`config.mk`:
```
export PLATFORM = sky130hd
export DESIGN_NAME = prbs_cfg_sequencer
export DESIGN_NICKNAME = d
export VERILOG_FILES = /design/src/rtl/prbs_cfg_sequencer_pkg.sv /design/src/rtl/prbs_cfg_byte_mux.sv /design/src/rtl/prbs_cfg_sequencer.sv
export SDC_FILE = /design/constraint.sdc
export NUM_CORES = 1
export LEC_CHECK = 0
export CORE_MARGIN = 1.5
export CORE_UTILIZATION = 42
export CTS_CLUSTER_DIAMETER = 200
export CTS_CLUSTER_SIZE = 10
export DETAILED_ROUTE_END_ITERATION = 16
export DONT_BUFFER_PORTS = 1
export GPL_TIMING_DRIVEN = 0
export PLACE_DENSITY = 0.59
export SETUP_SLACK_MARGIN = 0.3
export SLEW_MARGIN = 40
export SYNTH_ARGS = -nofsm -noshare
export SYNTH_HDL_FRONTEND = slang
export SYNTH_SLANG_ARGS = --single-unit
```
`constraint.sdc`:
```
create_clock -name CLK_LOW -period 6.5 [get_ports CLK_LOW]
set_input_delay 1.3 -clock CLK_LOW [delete_from_list [all_inputs] [get_ports CLK_LOW]]
set_output_delay 1.3 -clock CLK_LOW [all_outputs]
set_load 0.1 [all_outputs]
```
`src/rtl/prbs_cfg_sequencer_pkg.sv`:
```
// Shared definitions for the PRBS configuration sequencer: byte map,
// field mask bit positions, state encoding and byte-image helpers.
package prbs_cfg_sequencer_pkg;

  localparam int NUM_CFG_BYTES = 10;
  localparam int IDX_W         = 4;

  // Byte offsets relative to BASE_ADDR
  localparam int OFS_PN        = 0;
  localparam int OFS_BIT_RATE  = 1;
  localparam int OFS_EDGE      = 5;
  localparam int OFS_AMPLITUDE = 6;
  localparam int OFS_DC_OFFSET = 8;

  // Positions in cmd_field_mask
  localparam int MSK_PN        = 0;
  localparam int MSK_BIT_RATE  = 1;
  localparam int MSK_EDGE      = 2;
  localparam int MSK_AMPLITUDE = 3;
  localparam int MSK_DC_OFFSET = 4;

  typedef enum logic [2:0] {
    ST_IDLE,
    ST_LOAD,
    ST_WRITE,
    ST_GAP,
    ST_HOLD,
    ST_ABORT,
    ST_DONE
  } seq_state_t;

  typedef struct packed {
    logic [4:0]  pn_select;
    logic [31:0] bit_rate;
    logic [7:0]  edge_time;
    logic [15:0] amplitude;
    logic [15:0] dc_offset;
  } cfg_fields_t;

  typedef logic [NUM_CFG_BYTES-1:0][7:0] cfg_bytes_t;

  // Byte image of a command as it lands in the register bank (multi-byte fields LSB first)
  function automatic cfg_bytes_t build_cfg_bytes(input cfg_fields_t f);
    cfg_bytes_t b;
    b = '0;
    b[OFS_PN] = {3'b000, f.pn_select};
    for (int k = 0; k < 4; k++) b[OFS_BIT_RATE+k] = f.bit_rate[8*k +: 8];
    b[OFS_EDGE] = f.edge_time;
    for (int k = 0; k < 2; k++) begin
      b[OFS_AMPLITUDE+k] = f.amplitude[8*k +: 8];
      b[OFS_DC_OFFSET+k] = f.dc_offset[8*k +: 8];
    end
    return b;
  endfunction

  // Expand the per-field mask into one enable bit per byte
  function automatic logic [NUM_CFG_BYTES-1:0] mask_to_byte_en(input logic [4:0] mask);
    logic [NUM_CFG_BYTES-1:0] en;
    en = '0;
    en[OFS_PN]               = mask[MSK_PN];
    en[OFS_BIT_RATE +: 4]    = {4{mask[MSK_BIT_RATE]}};
    en[OFS_EDGE]             = mask[MSK_EDGE];
    en[OFS_AMPLITUDE +: 2]   = {2{mask[MSK_AMPLITUDE]}};
    en[OFS_DC_OFFSET +: 2]   = {2{mask[MSK_DC_OFFSET]}};
    return en;
  endfunction

endpackage

```
`src/rtl/prbs_cfg_byte_mux.sv`:
```
// Priority pick of the lowest-offset enabled configuration byte, giving
// its index, bus address and data.
module prbs_cfg_byte_mux
  import prbs_cfg_sequencer_pkg::*;
#(
  parameter logic [7:0] BASE_ADDR = 8'h20
) (
  input  logic [NUM_CFG_BYTES-1:0] byte_en,
  input  cfg_fields_t              fields,
  output logic [IDX_W-1:0]         pick_idx,
  output logic [7:0]               pick_addr,
  output logic [7:0]               pick_data
);

  cfg_bytes_t cfg_bytes;

  assign cfg_bytes = build_cfg_bytes(fields);

  // Scan downwards so the lowest enabled offset wins
  always_comb begin
    pick_idx = '0;
    for (int i = NUM_CFG_BYTES - 1; i >= 0; i--) begin
      if (byte_en[i]) pick_idx = IDX_W'(i);
    end
    pick_addr = BASE_ADDR + 8'(pick_idx);
    pick_data = cfg_bytes[pick_idx];
  end

endmodule

```
`src/rtl/prbs_cfg_sequencer.sv`:
```
// Serialises a masked PRBS parameter update into byte writes on the channel
// configuration bus, stalling while the bank is load-protected.
// Optional build macro PRBS_CFG_SKIP_UNCHANGED_EN: keep a shadow of every
// written byte and drop enabled bytes whose value already matches it.
//
// state  | meaning
// IDLE   | ready for a command
// LOAD   | build byte enables from the latched mask, launch first byte
// WRITE  | CH_CONFIG_WE high for one byte this cycle
// GAP    | idle spacing between byte writes
// HOLD   | byte pending, bank protected; stall timer running
// ABORT  | stall timeout, err_timeout pulse, remaining bytes dropped
// DONE   | done pulse
//
// The protect input is sampled at the edge that would launch a byte, so the
// strobe itself comes straight from a flop.
module prbs_cfg_sequencer
  import prbs_cfg_sequencer_pkg::*;
#(
  parameter logic [7:0]  BASE_ADDR       = 8'h20,
  parameter int unsigned WR_GAP          = 1,
  parameter int unsigned PROTECT_TIMEOUT = 1024
) (
  input  logic        CLK_LOW,
  input  logic        reset,
  input  logic        cmd_valid,
  output logic        cmd_ready,
  input  logic [4:0]  cmd_field_mask,
  input  logic [4:0]  cmd_pn_select,
  input  logic [31:0] cmd_bit_rate,
  input  logic [7:0]  cmd_edge_time,
  input  logic [15:0] cmd_amplitude,
  input  logic [15:0] cmd_dc_offset,
  input  logic        CH_LOAD_PROTECT_STATE,
  output logic        CH_CONFIG_WE,
  output logic [7:0]  CH_CONFIG_ADDR,
  output logic [7:0]  CH_CONFIG_DATA,
  output logic        busy,
  output logic        done,
  output logic        err_timeout
);

  localparam int GW = (WR_GAP > 1) ? $clog2(WR_GAP) : 1;
  localparam int SW = (PROTECT_TIMEOUT > 1) ? $clog2(PROTECT_TIMEOUT) : 1;
  localparam logic [GW-1:0] GAP_LOAD   = (WR_GAP > 0) ? GW'(WR_GAP - 1) : '0;
  localparam logic [SW-1:0] STALL_LOAD = SW'(PROTECT_TIMEOUT - 1);

  seq_state_t               state;
  cfg_fields_t              fields_q;
  logic [4:0]               mask_q;
  logic [NUM_CFG_BYTES-1:0] en_q;
  logic [NUM_CFG_BYTES-1:0] load_en;
  logic [NUM_CFG_BYTES-1:0] cur_en;
  logic [NUM_CFG_BYTES-1:0] skip_en;
  logic [IDX_W-1:0]         pick_idx;
  logic [7:0]               pick_addr;
  logic [7:0]               pick_data;
  logic [GW-1:0]            gap_cnt;
  logic [SW-1:0]            stall_cnt;
  logic                     issue_point;
  logic                     launch;

  assign load_en = mask_to_byte_en(mask_q) & ~skip_en;
  assign cur_en  = (state == ST_LOAD) ? load_en : en_q;

  prbs_cfg_byte_mux #(
    .BASE_ADDR (BASE_ADDR)
  ) u_byte_mux (
    .byte_en   (cur_en),
    .fields    (fields_q),
    .pick_idx  (pick_idx),
    .pick_addr (pick_addr),
    .pick_data (pick_data)
  );

  // Cycles whose closing edge would launch the next byte
  always_comb begin
    issue_point = 1'b0;
    case (state)
      ST_LOAD:  issue_point = (load_en != '0);
      ST_WRITE: issue_point = (WR_GAP == 0) && (en_q != '0);
      ST_GAP:   issue_point = (gap_cnt == '0);
      ST_HOLD:  issue_point = 1'b1;
      default:  issue_point = 1'b0;
    endcase
  end

  assign launch = issue_point && !CH_LOAD_PROTECT_STATE;

`ifdef PRBS_CFG_SKIP_UNCHANGED_EN
  cfg_bytes_t               shadow_val;
  logic [NUM_CFG_BYTES-1:0] shadow_vld;
  cfg_bytes_t               cur_bytes;

  assign cur_bytes = build_cfg_bytes(fields_q);

  // Bytes already holding the requested value in the bank are dropped
  always_comb begin
    skip_en = '0;
    for (int i = 0; i < NUM_CFG_BYTES; i++) begin
      skip_en[i] = shadow_vld[i] && (shadow_val[i] == cur_bytes[i]);
    end
  end

  // Shadow follows every byte launched onto the bus
  always_ff @(posedge CLK_LOW or posedge reset) begin
    if (reset) begin
      shadow_val <= '0;
      shadow_vld <= '0;
    end else if (launch) begin
      shadow_val[pick_idx] <= pick_data;
      shadow_vld[pick_idx] <= 1'b1;
    end
  end
`else
  assign skip_en = '0;
`endif

  // Sequencer state, counters and registered bus/status outputs
  always_ff @(posedge CLK_LOW or posedge reset) begin
    if (reset) begin
      state          <= ST_IDLE;
      fields_q       <= '0;
      mask_q         <= '0;
      en_q           <= '0;
      gap_cnt        <= '0;
      stall_cnt      <= '0;
      cmd_ready      <= 1'b1;
      busy           <= 1'b0;
      done           <= 1'b0;
      err_timeout    <= 1'b0;
      CH_CONFIG_WE   <= 1'b0;
      CH_CONFIG_ADDR <= '0;
      CH_CONFIG_DATA <= '0;
    end else begin
      CH_CONFIG_WE <= 1'b0;
      done         <= 1'b0;
      err_timeout  <= 1'b0;

      case (state)
        ST_IDLE: begin
          if (cmd_valid) begin
            fields_q  <= '{pn_select: cmd_pn_select, bit_rate: cmd_bit_rate,
                           edge_time: cmd_edge_time, amplitude: cmd_amplitude,
                           dc_offset: cmd_dc_offset};
            mask_q    <= cmd_field_mask;
            state     <= ST_LOAD;
            cmd_ready <= 1'b0;
            busy      <= 1'b1;
          end
        end
        ST_LOAD: begin
          en_q <= load_en;
          if (load_en == '0) begin
            state <= ST_DONE;
            done  <= 1'b1;
          end
        end
        ST_WRITE: begin
          if (en_q == '0) begin
            state <= ST_DONE;
            done  <= 1'b1;
          end else if (WR_GAP > 0) begin
            state   <= ST_GAP;
            gap_cnt <= GAP_LOAD;
          end
        end
        ST_GAP: begin
          if (gap_cnt != '0) gap_cnt <= gap_cnt - 1'b1;
        end
        ST_HOLD: begin
          if (CH_LOAD_PROTECT_STATE) begin
            if (stall_cnt == '0) begin
              state       <= ST_ABORT;
              err_timeout <= 1'b1;
              en_q        <= '0;
            end else begin
              stall_cnt <= stall_cnt - 1'b1;
            end
          end
        end
        default: begin
          state     <= ST_IDLE;
          en_q      <= '0;
          cmd_ready <= 1'b1;
          busy      <= 1'b0;
        end
      endcase

      if (issue_point) begin
        if (launch) begin
          state          <= ST_WRITE;
          CH_CONFIG_WE   <= 1'b1;
          CH_CONFIG_ADDR <= pick_addr;
          CH_CONFIG_DATA <= pick_data;
          en_q           <= cur_en & ~(NUM_CFG_BYTES'(1) << pick_idx);
        end else if (state != ST_HOLD) begin
          state     <= ST_HOLD;
          stall_cnt <= STALL_LOAD;
        end
      end
    end
  end

endmodule
```
==> out/results.ini <==
[pwr]
switching_power_mw=1.90
power-per-cell-area_nw_per_um2=651
pwr-share-comb=0.398
sw_frac_of_total=0.425
p_clk_frac=0.223
power.share.sequential=0.379
power_leakage_nw=2.83
internal-power_mw=2.57
peakVddDrop_uv=248

[logic_synthesis]
ys_ff_latch=123
synth_cell_types=70
synth_area_leader_cell=dfrtp_1
ys_seq_area_frac=0.518
synth_top_area_share=0.514
synthFlopType=dfrtp_1
synth_area_leaders=dfrtp_1, mux2_2, nand2_1, mux2i_1, o21ai_0
yosys_warnings=0
async_flop_share=1.00
syn_area_um2=5940
syn_inst=507
synth-edff-count=0
avgSynthCellArea_um2=11.7

[cts]
ctsLongestPathBuffers=2
cts_tree=built
clock-root-buffer=clkbuf_16
cts_hold_buf=0
h-tree-depth=4
clkSlewWorstSetupHoldPaths_ns=0.06
clkSinkCount=123
insertion_delay_ns=0.42
post_cts_buffers=0
cts_buffers=17
cts-resized-gates=0

[layout]
drive_gt1_frac=0.322
syn2layout_area_growth_pct=15.8
nets=616
stdcell_count=724

[floorplanning]
io_pins=107
die_w_um=122
rows=43
start_util=0.430
coreArea_um2=13800
dieArea_um2=14900
fp.dieH_um=122

[timing]
setup-tns-final_ns=0
slew_headroom=0.416
max_freq_mhz=335
holdWs_ns=0.505
fin_skew_ns=0.00659
worst_pin_slew_ns=0.877
finalWorstSetupSlack_ns=3.51
finalCritPeriodShare=0.460
hold_viol_final=0
rsz0062_at_grt=false
period_minus_slack_ns=2.99
final-setup-viol-count=0
maxSlewViolCount=0

[setup_path]
crit_type=flop to flop
worstPathRequired_ns=6.77
crit_path_start_kind=flop
end_kind=flop
crit_arrival_ns=3.26
critPathMaxFanout=10

[grt]
grt_usage=0.218
antenna_found_initial=4
grt-ovfl-total=0
grt_pass1_wl_mm=23.8
grt_max_degree=69
grt_pass1_vias=4204

[drt]
num_vias=4142
ant_nets=0
wl_mm=15.3
drt_iter0_drc=241
dr.pass1.iters=4
drc=0
routedWlPerCell_um=21.2
viasPerCell=5.72

[flow_run]
cap_violations=0

[placed_design]
gp_congestion=0.888
io_buffers=0
dp_cells=690
post-place-ws_ns=3.05
dpl.hpwl_mm=11.2

[min_path]
hold_class=flop to flop

[status]
outcome=finished clean

stage by stage:
| stage | util | total power [mW] | instance area [µm²] |
|---|---|---|---|
| after CTS | 0.496 | 4.50 | 6860 |
| after floorplan | - | 2.97 | 5950 |
| after global placement | 0.446 | 3.41 | 6170 |
| after detailed placement | 0.451 | 3.48 | 6230 |
| final | 0.497 | 4.48 | 6880 |
| after global routing | 0.497 | 4.74 | 6870 |
worst max-delay path, stage by stage, from the launching register on:
cell and delay [ns]:
dfrtp_1 0.37, buf_6 0.14, nor3b_1 0.41, buf_2 0.34, nor4_2 0.10, a31oi_2 0.53
nor2_1 0.25, a221oi_1 0.56, a31oi_1 0.14
logic make-up (layout without fill, tap and decap cells):
kind of cell,Yosys count,count (layout),synth area share
and+or+nand+nor,137,137,0.118
muxes,102,102,0.190
buffers and inverters,38,70,0.0345
adders and majority gates,1,1,0.00211
DFF,123,123,0.518
xor gates and xnor gates,5,5,0.00737
other,1,6,0.000631
AOI/OAI and AO/OA,100,100,0.128
state kept, by name (all words and copies together) (netlist names), 3 cells and up:
register / cells
fields_q: 77
en_q: 10
stall_cnt: 10
CH_CONFIG_DATA: 8
CH_CONFIG_ADDR: 5
mask_q: 5
state: 3
cells in the mapped netlist (4+ instances only):
cell       number
o21ai_0        25
a21oi_1         6
nor3b_1         6
buf_4           7
nor3_1          6
mux2i_1        16
dfrtp_1       122
nor2_1         27
nand3_1        13
nor4_1          5
mux2_2         85
a31oi_1         8
a221oi_1        5
clkbuf_1       10
xor2_1          4
inv_1           7
nand2_1        50
a22oi_1         6
a21o_1          4
o2bb2ai_1      10
nor2b_1         5
o211ai_1        4
a22o_1          4
buf_2          11
final timing paths:
path / from / cells past startpoint / slack, ns / endpoint
max: state[1]$_DFF_PP0_ / 8 / 3.51 / CH_CONFIG_DATA[1]$_DFFE_PP0P_
max reg2reg: state[1]$_DFF_PP0_ / 8 / 3.51 / CH_CONFIG_DATA[1]$_DFFE_PP0P_
max in group asynchronous: reset / 2 / 5.06 / CH_CONFIG_ADDR[3]$_DFFE_PP0P_
min reg2reg: fields_q[34]$_DFFE_PP0P_ / 1 / 0.51 / fields_q[34]$_DFFE_PP0P_
min: fields_q[34]$_DFFE_PP0P_ / 1 / 0.51 / fields_q[34]$_DFFE_PP0P_
min in group asynchronous: reset / 1 / 0.78 / fields_q[58]$_DFFE_PP0P_
placed cells by master (no fill, tap or decap), drive strengths merged, types with 3 or more instances in the layout:
cell type    n
a21o         4
a21oi        6
a221oi       5
a22o         4
a22oi        6
a31oi        9
buf         22
bufinv       4
clkbuf      30
clkinv       4
clkinvlp     3
conb         3
dfrtp      122
diode        3
inv          7
mux2        85
mux2i       17
nand2       51
nand2b       3
nand3       13
nor2        27
nor2b        5
nor3         8
nor3b        7
nor4         6
o211ai       4
o21ai       29
o2bb2ai     10
or3          3
or3b         3
or4          4
xor2         4
layer usage:
metal,vias up,wire (µm),global-route usage
met2,121,7290,0.340
met1,2089,6610,0.279
met4,2,316,0.0794
met3,24,1100,0.0805
li1,1906,-,-
met5,-,10,0
power groups by stage:
stage,registers (mW),clock network [mW],logic (mW)
floorplan,1.61,0,1.36
global placement,1.68,0,1.73
detailed placement,1.70,0,1.78
CTS,1.69,1.02,1.78
global route,1.74,1.05,1.94
finish,1.70,0.999,1.78
area by class of cell:
class	count	area, µm²
buffer	31	179
sequential	123	3100
antenna	3	7.51
tap	180	225
fill	1247	6950
timing repair buffer	1	27.5
inverter	7	33.8
multi-input combinational	348	2680
clock buffer	20	457
clock inverter	11	170
No activity file was read; power rests on OpenSTA's default activity.
